**src/rtl/lm_sm_sequencer.sv**
```systemverilog
// LM/SM multi-cycle sequencer: walks an 8-bit register mask R0..R7,
// issuing one RF access and one memory access per set bit.
// Optional base-register writeback when LMSM_BASE_WB_EN is defined.
// Ports: clk, reset (sync, active-high), start, is_lm, reg_mask,
//   base_addr, base_reg, stall -> busy, rf_rd_addr, rf_wr_addr,
//   rf_wr_en, rf_wr_sel, wb_data, mem_addr, mem_rd_en, mem_wr_en, done.
// All outputs are registered; stall freezes state and outputs.
module lm_sm_sequencer #(
  parameter int AW = 16
) (
  input  logic          clk,
  input  logic          reset,
  input  logic          start,
  input  logic          is_lm,
  input  logic [7:0]    reg_mask,
  input  logic [AW-1:0] base_addr,
  input  logic [2:0]    base_reg,
  input  logic          stall,
  output logic          busy,
  output logic [2:0]    rf_rd_addr,
  output logic [2:0]    rf_wr_addr,
  output logic          rf_wr_en,
  output logic          rf_wr_sel,
  output logic [AW-1:0] wb_data,
  output logic [AW-1:0] mem_addr,
  output logic          mem_rd_en,
  output logic          mem_wr_en,
  output logic          done
);

  localparam logic [1:0] S_IDLE = 2'd0;
  localparam logic [1:0] S_RUN  = 2'd1;
`ifdef LMSM_BASE_WB_EN
  localparam logic [1:0] S_WB   = 2'd2;
`endif
  localparam logic [1:0] S_DONE = 2'd3;

  function automatic logic [2:0] f_low(input logic [7:0] m);
    f_low = 3'd0;
    for (int i = 7; i >= 0; i--)
      if (m[i]) f_low = 3'(i);
  endfunction

  logic [1:0]    r_state, n_state;
  logic [7:0]    r_mask, n_mask;
  logic [3:0]    r_k, n_k;
  logic          r_lm, n_lm;
  logic [AW-1:0] r_base, n_base;

  logic          r_busy, n_busy;
  logic [2:0]    r_rd_addr, n_rd_addr;
  logic [2:0]    r_wr_addr, n_wr_addr;
  logic          r_wr_en, n_wr_en;
  logic [AW-1:0] r_mem_addr, n_mem_addr;
  logic          r_rd_en, n_rd_en;
  logic          r_mwr_en, n_mwr_en;
  logic          r_done, n_done;

`ifdef LMSM_BASE_WB_EN
  logic [2:0]    r_breg, n_breg;
  logic          r_wr_sel, n_wr_sel;
  logic [AW-1:0] r_wb_data, n_wb_data;
`endif

  // r_mask holds the bits still to transfer, including the one
  // currently presented; w_rem is that mask with the current bit gone.
  logic [7:0]    w_rem;
  logic          w_acc;
  logic [2:0]    w_c;
  logic [AW-1:0] w_addr;
  logic          w_lm;

  assign w_rem = r_mask & (r_mask - 8'd1);

  always_comb begin
    n_state    = r_state;
    n_mask     = r_mask;
    n_k        = r_k;
    n_lm       = r_lm;
    n_base     = r_base;
    n_busy     = 1'b0;
    n_rd_addr  = 3'd0;
    n_wr_addr  = 3'd0;
    n_wr_en    = 1'b0;
    n_mem_addr = '0;
    n_rd_en    = 1'b0;
    n_mwr_en   = 1'b0;
    n_done     = 1'b0;
`ifdef LMSM_BASE_WB_EN
    n_breg     = r_breg;
    n_wr_sel   = 1'b0;
    n_wb_data  = '0;
`endif
    w_acc      = 1'b0;
    w_c        = 3'd0;
    w_addr     = '0;
    w_lm       = r_lm;

    case (r_state)
      S_IDLE: begin
        if (start) begin
          n_lm   = is_lm;
          n_mask = reg_mask;
          n_k    = 4'd0;
          n_base = base_addr;
`ifdef LMSM_BASE_WB_EN
          n_breg = base_reg;
`endif
          if (reg_mask != 8'd0) begin
            n_state = S_RUN;
            w_acc   = 1'b1;
            w_c     = f_low(reg_mask);
            w_addr  = base_addr;
            w_lm    = is_lm;
          end else begin
            n_state = S_DONE;
            n_busy  = 1'b1;
            n_done  = 1'b1;
          end
        end
      end
      S_RUN: begin
        n_mask = w_rem;
        n_k    = r_k + 4'd1;
        if (w_rem != 8'd0) begin
          w_acc  = 1'b1;
          w_c    = f_low(w_rem);
          w_addr = r_base + AW'(n_k);
        end else begin
`ifdef LMSM_BASE_WB_EN
          n_state   = S_WB;
          n_busy    = 1'b1;
          n_wr_addr = r_breg;
          n_wr_sel  = 1'b1;
          // R7 is the PC and cannot be written through this port
          n_wr_en   = (r_breg != 3'd7);
          n_wb_data = r_base + AW'(n_k);
`else
          n_state = S_DONE;
          n_busy  = 1'b1;
          n_done  = 1'b1;
`endif
        end
      end
`ifdef LMSM_BASE_WB_EN
      S_WB: begin
        n_state = S_DONE;
        n_busy  = 1'b1;
        n_done  = 1'b1;
      end
`endif
      S_DONE: begin
        n_state = S_IDLE;
        n_mask  = 8'd0;
        n_k     = 4'd0;
      end
      default: begin
        n_state = S_IDLE;
      end
    endcase

    if (w_acc) begin
      n_busy     = 1'b1;
      n_mem_addr = w_addr;
      if (w_lm) begin
        n_rd_en   = 1'b1;
        n_wr_addr = w_c;
        n_wr_en   = (w_c != 3'd7);
      end else begin
        n_mwr_en  = 1'b1;
        n_rd_addr = w_c;
      end
    end
  end

  always_ff @(posedge clk) begin
    if (reset) begin
      r_state    <= S_IDLE;
      r_mask     <= 8'd0;
      r_k        <= 4'd0;
      r_lm       <= 1'b0;
      r_base     <= '0;
      r_busy     <= 1'b0;
      r_rd_addr  <= 3'd0;
      r_wr_addr  <= 3'd0;
      r_wr_en    <= 1'b0;
      r_mem_addr <= '0;
      r_rd_en    <= 1'b0;
      r_mwr_en   <= 1'b0;
      r_done     <= 1'b0;
    end else if (!stall) begin
      r_state    <= n_state;
      r_mask     <= n_mask;
      r_k        <= n_k;
      r_lm       <= n_lm;
      r_base     <= n_base;
      r_busy     <= n_busy;
      r_rd_addr  <= n_rd_addr;
      r_wr_addr  <= n_wr_addr;
      r_wr_en    <= n_wr_en;
      r_mem_addr <= n_mem_addr;
      r_rd_en    <= n_rd_en;
      r_mwr_en   <= n_mwr_en;
      r_done     <= n_done;
    end
  end

`ifdef LMSM_BASE_WB_EN
  always_ff @(posedge clk) begin
    if (reset) begin
      r_breg    <= 3'd0;
      r_wr_sel  <= 1'b0;
      r_wb_data <= '0;
    end else if (!stall) begin
      r_breg    <= n_breg;
      r_wr_sel  <= n_wr_sel;
      r_wb_data <= n_wb_data;
    end
  end

  assign rf_wr_sel = r_wr_sel;
  assign wb_data   = r_wb_data;
`else
  // base_reg only matters for writeback
  logic w_unused_breg;
  assign w_unused_breg = ^base_reg;

  assign rf_wr_sel = 1'b0;
  assign wb_data   = '0;
`endif

  assign busy       = r_busy;
  assign rf_rd_addr = r_rd_addr;
  assign rf_wr_addr = r_wr_addr;
  assign rf_wr_en   = r_wr_en;
  assign mem_addr   = r_mem_addr;
  assign mem_rd_en  = r_rd_en;
  assign mem_wr_en  = r_mwr_en;
  assign done       = r_done;

endmodule

```
**config.mk**
```make
export PLATFORM = sky130hd
export DESIGN_NAME = lm_sm_sequencer
export DESIGN_NICKNAME = d
export VERILOG_FILES = /design/src/rtl/lm_sm_sequencer.sv
export SDC_FILE = /design/constraint.sdc
export NUM_CORES = 1
export LEC_CHECK = 0
export BUFFER_PORTS_ARGS = -buffer_cell sky130_fd_sc_hd__buf_2
export CORE_UTILIZATION = 30
export CTS_CLUSTER_DIAMETER = 150
export CTS_CLUSTER_SIZE = 30
export DETAILED_ROUTE_END_ITERATION = 10
export PLACE_DENSITY = 0.47
export SLEW_MARGIN = 20
export SYNTH_ARGS = -nofsm -noshare
export SYNTH_HDL_FRONTEND = slang
export SYNTH_SLANG_ARGS = --single-unit
```
**constraint.sdc**
```tcl
create_clock -name clk -period 3.45 [get_ports clk]
set_input_delay 0.345 -clock clk [delete_from_list [all_inputs] [get_ports clk]]
set_output_delay 0.345 -clock clk [all_outputs]
set_load 0.03 [all_outputs]
```
# == Word-level counts from Yosys, hierarchy flattened ==
# Cells that the tools add are included.
# classes
reduce_logical,7
addsub,3
bitwise_logic,2
n_mux,55
eq_ne,5
# ops
op,count
3-bit 2-to-1 mux,23
16-bit 2-to-1 mux,4
16-bit one-hot mux with 2 select lines,1
8-bit one-hot mux with 3 select lines,1
16-bit by 4-bit adder with 16-bit output,1
1-bit 2-to-1 mux,16
8-bit nonzero test,2
4-bit one-hot mux with 3 select lines,1
3-bit AND reduction,3
8-bit AND,1
8-bit 2-to-1 mux,1
"8-bit by 1-bit subtractor with 8-bit output, second input constant",1
2-bit 2-to-1 mux,3
3-bit one-hot mux with 2 select lines,1
"4-bit by 1-bit adder with 4-bit output, second input constant",1
4-bit 2-to-1 mux,1
"2-bit != test, second input constant",2
1-bit one-hot mux with 2 select lines,2
2-bit one-hot mux with 2 select lines,1
"3-bit != test, second input constant",1
3-bit nonzero test,1
"2-bit by 1-bit == test with 1-bit output, second input constant",1
"2-bit == test, second input constant",1
2-bit logical NOT,1
1-bit NOT,1
# word_totals
wordCells,85
input_bits,32
regBits,58

# == Longest topological paths before layout ==
# depth
depth_word,15
mapped_depth,10
depth_no_buf,10

# == Worst setup path before layout ==
# No wires, ideal clock.
# synth_timing
kind,register to register
from,register r_k[0]
to,"register r_mem_addr[11], in the netlist mem_addr[11]"
period_less_slack_ns,2.268
path_stages_with_launch,10
setup_ns,0.095
n_path_buf,1
required_time_ns,3.355
path_slack_ns,1.182
arrival_time_ns,2.173
path_cell_list,dfxtp_1 -> ha_1 -> ha_1 -> a21o_1 -> a21o_1 -> a21oi_1 -> clkbuf_1 -> o31a_1 -> o21ai_1 -> a221oi_1
# synth_between
elab_chain_cells,5
# synth_rtl
item,line_no,source
from (decl),46,"logic [3:0] r_k, n_k;"
from (signal assigned),194,r_k <= n_k;
4-bit by 1-bit adder with 4-bit output,124,n_k = r_k + 4'd1;
16-bit by 4-bit adder with 16-bit output,128,w_addr = r_base + AW'(n_k);
16-bit 2-to-1 mux,125,if (w_rem != 8'd0) begin
16-bit one-hot mux with 2 select lines,99,case (r_state)
16-bit 2-to-1 mux,162,if (w_acc) begin
to (signal assigned),201,r_mem_addr <= n_mem_addr;
to (decl),54,"logic [AW-1:0] r_mem_addr, n_mem_addr;"
# No other way between the ends.
# A chain may end at the register's enable or synchronous reset.

# == Final worst setup path ==
# layout_timing
from,register r_k[0]
to,"register r_mem_addr[10], in the netlist mem_addr[10]"
# The elaborated chain is that of the path after synthesis.

==> metrics <==
Worst VDD drop between 0.0002 and 0.00025 V; total number of vias just under 3000; Startpoint Class flip-flop; Tightest Pin Transition ~0.8 ns; global route overflow 0; Max Fclk 394.3 MHz; clock transition at the registers of the reported paths 0.07 ns; Hold Vio Cnt, Final 0; Clock Tree Buf Depth 2; mux contribution to synthesized area 0%; ys flop type dfxtp_1; Final Max Slew Viols 0; commonest cells after routing, fill and taps aside 58 x dfxtp_1, 54 x buf_2, 52 x nand2_1; Sink Count 58; largest net degree at the start of global routing 59; CP Buf/Inv Count 0; largest family of logic cells by synthesized area compound AO/OA/AOI/OAI gates; CP required 3.65 ns; crit path max fanout 6; FFs w/ async S/R, synth 0%; antenna violations before repair 0; RSZ-0062 raised after global routing false; std cell rows 37; Synth warnings 0; total iterations of the first detailed-routing run 4; starting DRC count in detailed routing 115; Starting Density 31.20%; GP Congestion roughly 0.82; total chip power 1737 uW; commonest non-fill, non-tap cell in the layout dfxtp_1; Residual DRC 0; H-tree levels 3; area grow syn2layout 15.94%; crit-path max cell delay approximately 0.41 ns; # diodes 0; crit-path leading delay family compound AO/OA/AOI/OAI gates; Die Span X around 110 um; Max Cap Violations 0; TritonCTS buffer count 9; flops & latches, synth between 50 and 60; Critical Path AT about 2.7 ns; cts hold-fix bufs 0; vias in the first global route 2889; # IOs 76; TritonCTS clock tree built; DP Area about 3500 um2; share of layout cells above drive strength 1 between 10% and 20%; Final ANT Viol Nets 0; GRT Total Usage between 10% and 20%; post-synthesis cell area 3249 um2; Root Buffer clkbuf_8; Core Area roughly 10000 um2; post-CTS setup buffer count 0; Period minus WS final 2.536 ns; syn_area_per_cell roughly 8 um2; post-synthesis compound-gate area fraction between 20% and 30%; Routed Wire Length around 8800 um; fill count between 1000 and 1500; Post-DP HPWL approximately 5900 um; port bufs 55; Worst-Skew Late Latency 0.35 ns; post-detailed-route wirelength per cell between 10 and 15 um; crit path max-delay cell type o21ai_1; final cell count without fillers 592; status finished clean; Util after Layout 36.17%; Post-Syn Instances roughly 410; Synth cell types 57; Crit. End Element flip-flop; worst setup path class reg2reg; DP Cell Count roughly 580; # resized after CTS 0; PwrDens 461.0 nW/um2; Fin Clk Skew between 0.008 and 0.009 ns; Max-slew headroom a little under half; fin area between 3000 and 4000 um2; Simple-Gate Fraction of Synth Area approximately a fifth; TNS Setup 0 ns; total die area approximately 11000 um2; Post-synth EDFFs 0; register area share after synthesis between 30% and 40%; Synth Area in Adders 3.157%; final period utilization 73.52%; via/cell ratio roughly 5; Final #Nets 489; synthesized-area fraction occupied by xor and xnor cells 3.235%; # setup viols final 0; crit-path cells ha_1 -> xor2_1 -> ha_1 -> nor2b_1 -> o21ai_1 -> a211oi_1 -> xor2_1 -> a221oi_1 -> nor3_1; HP Class in2reg; Die Height between 100 and 150 um; first-pass GRT wire length approximately 15000 um; leak pwr about 0.0015 uW
[tightest hold or removal path: cells and delay by family]
| family | cells | cell delay, ns |
|---|---|---|
| buf+inv | 1 | 0.10 |
| simple gates | 1 | 0.05 |
| compound gates | 1 | 0.05 |
[registers in the layout, indices dropped and copies added, names as in the netlist]
| signal | cells |
|---|---|
| r_k | 4 |
| mem_addr | 16 |
| r_lm | 1 |
| busy | 1 |
| mem_rd_en | 1 |
| r_base | 16 |
| mem_wr_en | 1 |
| done | 1 |
| rf_wr_addr | 3 |
| rf_rd_addr | 3 |
| r_state | 2 |
| rf_wr_en | 1 |
| r_mask | 8 |
[synth_stat cells (2+ instances only)]
cell | number | area (um2)
a211oi_1 | 6 | 45.04
a21o_1 | 2 | 15.01
a21oi_1 | 41 | 205.2
a221oi_1 | 12 | 105.1
a221oi_2 | 4 | 60.06
a22oi_1 | 10 | 75.07
a22oi_2 | 2 | 25.02
a31oi_1 | 3 | 18.77
buf_2 | 6 | 30.03
buf_4 | 18 | 135.1
buf_6 | 3 | 33.78
clkbuf_1 | 18 | 67.56
dfxtp_1 | 58 | 1161
ha_1 | 5 | 62.56
inv_1 | 21 | 78.83
maj3_1 | 2 | 20.02
nand2_1 | 52 | 195.2
nand2b_1 | 2 | 12.51
nand3_1 | 5 | 25.02
nand4_1 | 4 | 25.02
nor2_1 | 43 | 161.4
nor2b_1 | 4 | 25.02
nor3_1 | 13 | 65.06
nor4_1 | 7 | 43.79
o211a_1 | 3 | 30.03
o21a_1 | 2 | 15.01
o21ai_0 | 8 | 40.04
o21ai_1 | 9 | 45.04
o31a_1 | 5 | 43.79
o31ai_1 | 2 | 15.01
o32ai_1 | 2 | 17.52
xnor2_1 | 5 | 43.79
xor2_1 | 7 | 61.31
[power breakdown]
part | internal [uW] | switching (uW) | total, uW
combinational | 91.1 | 184 | 275
sequential | 701 | 31.2 | 732
clock | 427 | 302 | 730
[cells by family after synthesis]
kind of cell | after synthesis
simple gates | 138
fa+ha+maj | 8
other cells | 1
buf+inv | 66
flops | 58
compound gates | 125
xor+xnor | 12
[worst paths after layout]
check             slack (ns)  cells past startpoint             to          start
setup / recovery        0.91                      9   mem_addr[10]         r_k[0]
hold / removal          0.25                      3      r_base[5]   base_addr[5]
setup reg to reg        0.91                      9   mem_addr[10]         r_k[0]
hold reg to reg         0.46                      2  rf_wr_addr[0]  rf_wr_addr[0]
[area by class of cell]
type	count	area [um2]	area share, %
Inverter	21	78.83	2.092
Tap cell	136	170.2	4.517
Clock buffer	10	137.6	3.653
Multi-Input combinational cell	300	1807	47.96
Timing Repair Buffer	61	322.8	8.569
Sequential cell	58	1161	30.82
Clock inverter	6	90.09	2.391
[per-layer routing]
layer	vias up	global-route usage, %	share of wire, %
li1	1508	-	-
met1	1365	21.40	48
met2	66	26.94	46
met3	13	4.414	4.1
met4	0	5.258	1.7
met5	-	0	0
[through the flow]
step,hold WS (ns),setup WS [ns]
finish,0.2454,0.9137
global route,0.2359,0.7247
CTS,0.2282,0.8556
detailed placement,0.4529,0.8651
global placement,0.4463,0.9440
floorplan,0.4400,1.182
No activity file was read; power rests on OpenSTA's default activity.
